==> config.mk <==
export PLATFORM = sky130hd
export DESIGN_NAME = rvh_l1d_ptw_req_sched
export DESIGN_NICKNAME = d
export VERILOG_FILES = /design/src/rtl/rvh_l1d_pkg.sv /design/src/rtl/rvh_l1d_ptw_lsu_starve_arb.sv /design/src/rtl/rvh_l1d_ptw_req_sched.sv
export SDC_FILE = /design/constraint.sdc
export NUM_CORES = 1
export LEC_CHECK = 0
export ABC_AREA = 1
export CORE_MARGIN = 3
export CORE_UTILIZATION = 42
export CTS_CLUSTER_SIZE = 40
export DETAILED_ROUTE_END_ITERATION = 7
export GPL_TIMING_DRIVEN = 0
export PLACE_DENSITY = 0.87
export SYNTH_ARGS = -nofsm -noshare
export SYNTH_HDL_FRONTEND = slang
export SYNTH_SLANG_ARGS = --single-unit
==> constraint.sdc <==
create_clock -name clk -period 4.4 [get_ports clk]
set_clock_uncertainty 0.15 [all_clocks]
set_input_delay 0.44 -clock clk [delete_from_list [all_inputs] [get_ports clk]]
set_output_delay 0.44 -clock clk [all_outputs]
set_load 0.05 [all_outputs]
==> src/rtl/rvh_l1d_pkg.sv <==
// Shared types and widths for the L1D PTW request scheduling slice.
package rvh_l1d_pkg;

    localparam int unsigned PTW_ID_WIDTH         = 4;
    localparam int unsigned PADDR_WIDTH          = 56;
    localparam int unsigned PTW_REPLAY_CNT_WIDTH = 4;

    typedef enum logic [1:0] {
        IDLE      = 2'd0,
        ISSUE     = 2'd1,
        WAIT_RESP = 2'd2
    } ptw_sched_state_e;

    typedef struct packed {
        logic [PTW_ID_WIDTH-1:0] id;
        logic [PADDR_WIDTH-1:0]  paddr;
    } ptw_req_buffer_t;

endpackage

==> src/rtl/rvh_l1d_ptw_lsu_starve_arb.sv <==
// Two-way arbiter for a shared pipe port: a priority requester normally wins,
// but an LSU load that has lost STARVE_LIMIT consecutive cycles is force-granted.
module rvh_l1d_ptw_lsu_starve_arb #(
    parameter int unsigned STARVE_LIMIT = 8
) (
    input  logic clk,
    input  logic rst,
    input  logic prio_vld_i,
    input  logic lsu_vld_i,
    input  logic port_rdy_i,
    output logic pipe_vld_o,
    output logic prio_sel_o,
    output logic lsu_rdy_o
);

    localparam int unsigned CW = $clog2(STARVE_LIMIT + 1);
    localparam logic [CW-1:0] LIMIT = CW'(STARVE_LIMIT);

    logic [CW-1:0] starve_cnt_q;
    logic [CW-1:0] starve_cnt_d;
    logic          force_lsu;

    assign force_lsu  = lsu_vld_i & (starve_cnt_q == LIMIT);
    assign prio_sel_o = prio_vld_i & ~force_lsu;
    assign pipe_vld_o = prio_vld_i | lsu_vld_i;
    assign lsu_rdy_o  = port_rdy_i & lsu_vld_i & ~prio_sel_o;

    // Count consecutive losing cycles of a pending LSU load; clear on grant or idle.
    always_comb begin
        starve_cnt_d = starve_cnt_q;
        if (!lsu_vld_i || lsu_rdy_o) begin
            starve_cnt_d = '0;
        end else if (starve_cnt_q != LIMIT) begin
            starve_cnt_d = starve_cnt_q + CW'(1);
        end
    end

    // Starvation counter register.
    always_ff @(posedge clk or posedge rst) begin
        if (rst) begin
            starve_cnt_q <= '0;
        end else begin
            starve_cnt_q <= starve_cnt_d;
        end
    end

endmodule

==> src/rtl/rvh_l1d_ptw_req_sched.sv <==
// Schedules a single outstanding PTW walk and its replays onto the shared
// L1D load-pipe port, sharing it fairly with LSU loads.
module rvh_l1d_ptw_req_sched
    import rvh_l1d_pkg::*;
#(
    parameter int unsigned STARVE_LIMIT = 8,
    parameter int unsigned MAX_REPLAY   = 15
) (
    input  logic                    clk,
    input  logic                    rst,
    input  logic                    ptw_walk_req_vld_i,
    input  logic [PTW_ID_WIDTH-1:0] ptw_walk_req_id_i,
    input  logic [PADDR_WIDTH-1:0]  ptw_walk_req_addr_i,
    output logic                    ptw_walk_req_rdy_o,
    input  logic                    replay_req_vld_i,
    input  logic [PTW_ID_WIDTH-1:0] replay_req_id_i,
    input  logic [PADDR_WIDTH-1:0]  replay_req_paddr_i,
    output logic                    replay_req_rdy_o,
    input  logic                    lsu_ld_req_vld_i,
    output logic                    lsu_ld_req_rdy_o,
    output logic                    pipe_req_vld_o,
    output logic                    pipe_req_is_ptw_o,
    output logic [PTW_ID_WIDTH-1:0] pipe_req_id_o,
    output logic [PADDR_WIDTH-1:0]  pipe_req_paddr_o,
    input  logic                    pipe_req_rdy_i,
    input  logic                    ptw_walk_resp_vld_i,
    input  logic                    ptw_walk_resp_rdy_i,
    output logic                    busy_o,
    output logic                    replay_overflow_o
);

    localparam logic [PTW_REPLAY_CNT_WIDTH-1:0] MAX_CNT = PTW_REPLAY_CNT_WIDTH'(MAX_REPLAY);

    ptw_sched_state_e                state_q, state_d;
    ptw_req_buffer_t                 req_buf_q, req_buf_d;
    logic [PTW_REPLAY_CNT_WIDTH-1:0] replay_cnt_q, replay_cnt_d;
    logic                            ovf_q, ovf_d;

    logic resp_hsk;
    logic ptw_side_vld;
    logic ptw_hsk;

    assign resp_hsk     = ptw_walk_resp_vld_i & ptw_walk_resp_rdy_i & (state_q == WAIT_RESP);
    assign ptw_side_vld = (state_q == ISSUE) |
                          ((state_q == WAIT_RESP) & replay_req_vld_i & ~resp_hsk);

    rvh_l1d_ptw_lsu_starve_arb #(
        .STARVE_LIMIT(STARVE_LIMIT)
    ) u_arb (
        .clk        (clk),
        .rst        (rst),
        .prio_vld_i (ptw_side_vld),
        .lsu_vld_i  (lsu_ld_req_vld_i),
        .port_rdy_i (pipe_req_rdy_i),
        .pipe_vld_o (pipe_req_vld_o),
        .prio_sel_o (pipe_req_is_ptw_o),
        .lsu_rdy_o  (lsu_ld_req_rdy_o)
    );

    assign ptw_hsk            = pipe_req_is_ptw_o & pipe_req_rdy_i;
    assign replay_req_rdy_o   = ptw_hsk & (state_q == WAIT_RESP);
    assign ptw_walk_req_rdy_o = (state_q == IDLE);
    assign busy_o             = (state_q != IDLE);
    assign replay_overflow_o  = ovf_q;

    // PTW payload: latched walk in ISSUE, pass-through replay in WAIT_RESP, zero for LSU.
    always_comb begin
        pipe_req_id_o    = '0;
        pipe_req_paddr_o = '0;
        if (pipe_req_is_ptw_o) begin
            if (state_q == ISSUE) begin
                pipe_req_id_o    = req_buf_q.id;
                pipe_req_paddr_o = req_buf_q.paddr;
            end else begin
                pipe_req_id_o    = replay_req_id_i;
                pipe_req_paddr_o = replay_req_paddr_i;
            end
        end
    end

    // Walk FSM next state, request latch, replay counter and sticky overflow.
    always_comb begin
        state_d      = state_q;
        req_buf_d    = req_buf_q;
        replay_cnt_d = replay_cnt_q;
        ovf_d        = ovf_q;
        unique case (state_q)
            IDLE: begin
                if (ptw_walk_req_vld_i) begin
                    req_buf_d.id    = ptw_walk_req_id_i;
                    req_buf_d.paddr = ptw_walk_req_addr_i;
                    replay_cnt_d    = '0;
                    state_d         = ISSUE;
                end
            end
            ISSUE: begin
                if (ptw_hsk) begin
                    state_d = WAIT_RESP;
                end
            end
            WAIT_RESP: begin
                if (resp_hsk) begin
                    state_d = IDLE;
                end else if (ptw_hsk) begin
                    if (replay_cnt_q == MAX_CNT) begin
                        ovf_d = 1'b1;
                    end
                    if (replay_cnt_q != '1) begin
                        replay_cnt_d = replay_cnt_q + PTW_REPLAY_CNT_WIDTH'(1);
                    end
                end
            end
            default: state_d = IDLE;
        endcase
    end

    // Control state with asynchronous reset.
    always_ff @(posedge clk or posedge rst) begin
        if (rst) begin
            state_q      <= IDLE;
            replay_cnt_q <= '0;
            ovf_q        <= 1'b0;
        end else begin
            state_q      <= state_d;
            replay_cnt_q <= replay_cnt_d;
            ovf_q        <= ovf_d;
        end
    end

    // Walk id/address latch; contents are only meaningful outside IDLE.
    always_ff @(posedge clk) begin
        req_buf_q <= req_buf_d;
    end

`ifndef SYNTHESIS
    a_replay_in_wait: assert property (@(posedge clk) disable iff (rst)
        replay_req_vld_i |-> (state_q == WAIT_RESP));

    a_resp_in_wait: assert property (@(posedge clk) disable iff (rst)
        (ptw_walk_resp_vld_i & ptw_walk_resp_rdy_i) |-> (state_q == WAIT_RESP));

    a_issue_stable: assert property (@(posedge clk) disable iff (rst)
        ((state_q == ISSUE) && pipe_req_is_ptw_o && !pipe_req_rdy_i) |=>
        (pipe_req_vld_o && (!pipe_req_is_ptw_o ||
            ($stable(pipe_req_id_o) && $stable(pipe_req_paddr_o)))));
`endif

endmodule

==> results.json <==
{
  "synth_area_leader_cell": "edfxtp_1",
  "yosys.area_share.simple_pct": 22.6,
  "hold_path.class": "in2async",
  "fin_crit_sh_pct": 74.8,
  "r2r-end": "req_buf_q[42]",
  "antenna_left": 0,
  "hold_buffers": 0,
  "grt_antenna_before_repair": 0,
  "synth_top_family_by_area": "simple AND/OR/NAND/NOR gates",
  "wl_per_cell_um": 16.5,
  "ir_drop_mv": 0.423,
  "fp.dieArea_sq_um": 9440,
  "rr_worst_depth": 5,
  "total_power_mw": 4.18,
  "area_growth_pct": 65.8,
  "grtUsageTotal_pct": 23.5,
  "critPathArrivalTime_ps": 2700,
  "die_w_um": 97.1,
  "vias": 3370,
  "worstReg2RegStart": "state_q[0]",
  "grt_overflow": 0,
  "nets": 690,
  "cts_made_buffers": 9,
  "worst_ep_required_time_ps": 3810,
  "synth_compound_area_share_pct": 9.58,
  "core-area_sq_um": 7890,
  "num_rows": 32,
  "numPortBuffers": 194,
  "grt_start_max_net_pins": 32,
  "slew_headroom_pct": 54.6,
  "synth_area_leaders": "edfxtp_1, nand3_1, a21oi_1, nand2_1, dfrtp_1",
  "syn_area_sq_um": 3490,
  "syn_nets": 484,
  "grt_pass1_vias": 3556,
  "synth_adder_area_share_pct": 1.08,
  "maxCapViolCount": 0,
  "critPathKind": "reg2out",
  "ios": 195,
  "clk_latency_ps": 330,
  "syn_area_per_cell_sq_um": 9.88,
  "dp_hpwl_um": 8590,
  "postCtsSetupBuffers": 0,
  "tightest_slew_ps": 680,
  "clkSinkCount": 71,
  "synth_top_area_share_pct": 51.6,
  "grt_pass1_wl_um": 17500,
  "ys_warn_count": 0,
  "leakage_nw": 2.22,
  "setup_viol": 0,
  "post-route-drc-count": 0,
  "syn_inst": 353,
  "clockBufferDepth": 2,
  "start_util_pct": 44.2,
  "period_minus_slack_ps": 3290,
  "place_inst": 650,
  "synthXorXnorAreaFrac_pct": 1.00,
  "cts_root_buf": "clkbuf_8",
  "avgViaCountPerCell": 5.06,
  "rsz0062_at_grt": "no",
  "cts_resized": 0,
  "wl_um": 11000,
  "start_kind": "flip-flop",
  "drt_iter0_markers": 143,
  "synthMuxAreaShare_pct": 0,
  "timing.fmax_mhz": 304,
  "cts_max_level": 3,
  "ys_types": 24,
  "finalHoldViolCount": 0,
  "final_core_util_pct": 73.3,
  "synth-seq-cells": 71,
  "drive_above_1_share_pct": 7.62,
  "cp-end-kind": "output pin",
  "finalMaxSlewViolations": 0,
  "r2r_setup_slack_ps": 2330,
  "antenna_cells": 0,
  "p_per_area_nw_per_um2": 722,
  "dr.pass1.iters": 4,
  "worstPathMaxFanout": 10,
  "clk_pin_slew_worst_paths_ps": 70,
  "routabilityCongestion": 0.848,
  "tritoncts": "built",
  "setup-tns-final_ps": 0,
  "fp.dieH_um": 97.1,
  "final_cells": 666,
  "status": "finished, final reports clean",
  "seq_area_frac_synth_pct": 59.5
}
[report_power, final]
part           switching (mW)  internal (mW)  total, mW
registers              0.0444          0.899      0.943
clock network           0.229          0.321      0.550
logic                    1.83          0.855       2.68
[placed cells by master (no fill, tap or decap), types with 3 or more instances in the layout]
master	n
clkdlybuf4s50_1	194
clkbuf_8	9
a21oi_1	60
edfxtp_1	60
xor2_1	4
nand3_2	3
ha_1	3
buf_6	7
dfrtp_1	11
inv_2	4
nand3_1	68
buf_2	6
inv_1	13
nor2_1	11
clkbuf_1	16
nand2_2	5
nand2_1	76
[critical path: stages, from the launching register on]
cell and delay (ps):
dfrtp_1 410, inv_2 200, nand2_2 240, nand2_2 180, nand2_4 130, buf_6 170
a21oi_1 180, clkdlybuf4s50_1 850
[synth_stat cells, drive strengths merged]
master / number
o21ai: 2
nand4: 1
dfrtp: 11
nand2: 82
nand3b: 1
nor3: 1
nor2: 13
xor2: 4
edfxtp: 60
clkbuf: 12
nand3: 71
buf: 13
ha: 3
a21o: 1
inv: 17
a21oi: 61
[state kept, by name, summed over array words and instances, names as in the netlist]
name / flops
replay_cnt_q: 4
req_buf_q: 60
state_q: 2
u_arb.starve_cnt_q: 4
replay_overflow_o: 1
[final cells by class]
type	count	area, sq um
clock buffers	13	139
plain buffers	25	154
fillers	575	2100
well taps	102	128
clock inverters	3	67.6
repair buffers	195	1960
inverters	17	63.8
multi-input cells	240	1190
flip-flops and latches	71	2080
[per-layer routing]
layer	global-route usage, %	part of all wire [%]
met5	0	0
met4	8.42	2.5
met3	6.53	6.7
met2	42.8	54
met1	26.1	37
[how the worst max path moves through the flow]
| stage | from | to | slack (ps) | cells past startpoint |
|---|---|---|---|---|
| floorplan | state_q[0] | req_buf_q[0] | 1470 | 4 |
| global placement | ptw_walk_req_vld_i | req_buf_q[51] | 1180 | 3 |
| finish | state_q[1] | pipe_req_paddr_o[39] | 1110 | 7 |
| CTS | state_q[1] | pipe_req_paddr_o[39] | 1040 | 7 |
| detailed placement | ptw_walk_resp_vld_i | pipe_req_paddr_o[39] | 1270 | 8 |
| global route | state_q[1] | pipe_req_id_o[0] | 900 | 7 |
[stage by stage]
step / cell area (sq um) / setup WS (ps) / hold slack [ps]
finish: 5780 / 1110 / 258
global route: 5780 / 903 / 284
CTS: 5780 / 1040 / 262
detailed placement: 5580 / 1270 / 306
global placement: 5560 / 1180 / 301
floorplan: 3490 / 1470 / 142
[cell families after synthesis]
logic type | after synthesis
compound gates | 64
xor+xnor | 4
fa+ha+maj | 3
buf+inv | 42
flops | 71
simple gates | 169
No activity file was read; power rests on OpenSTA's default activity.
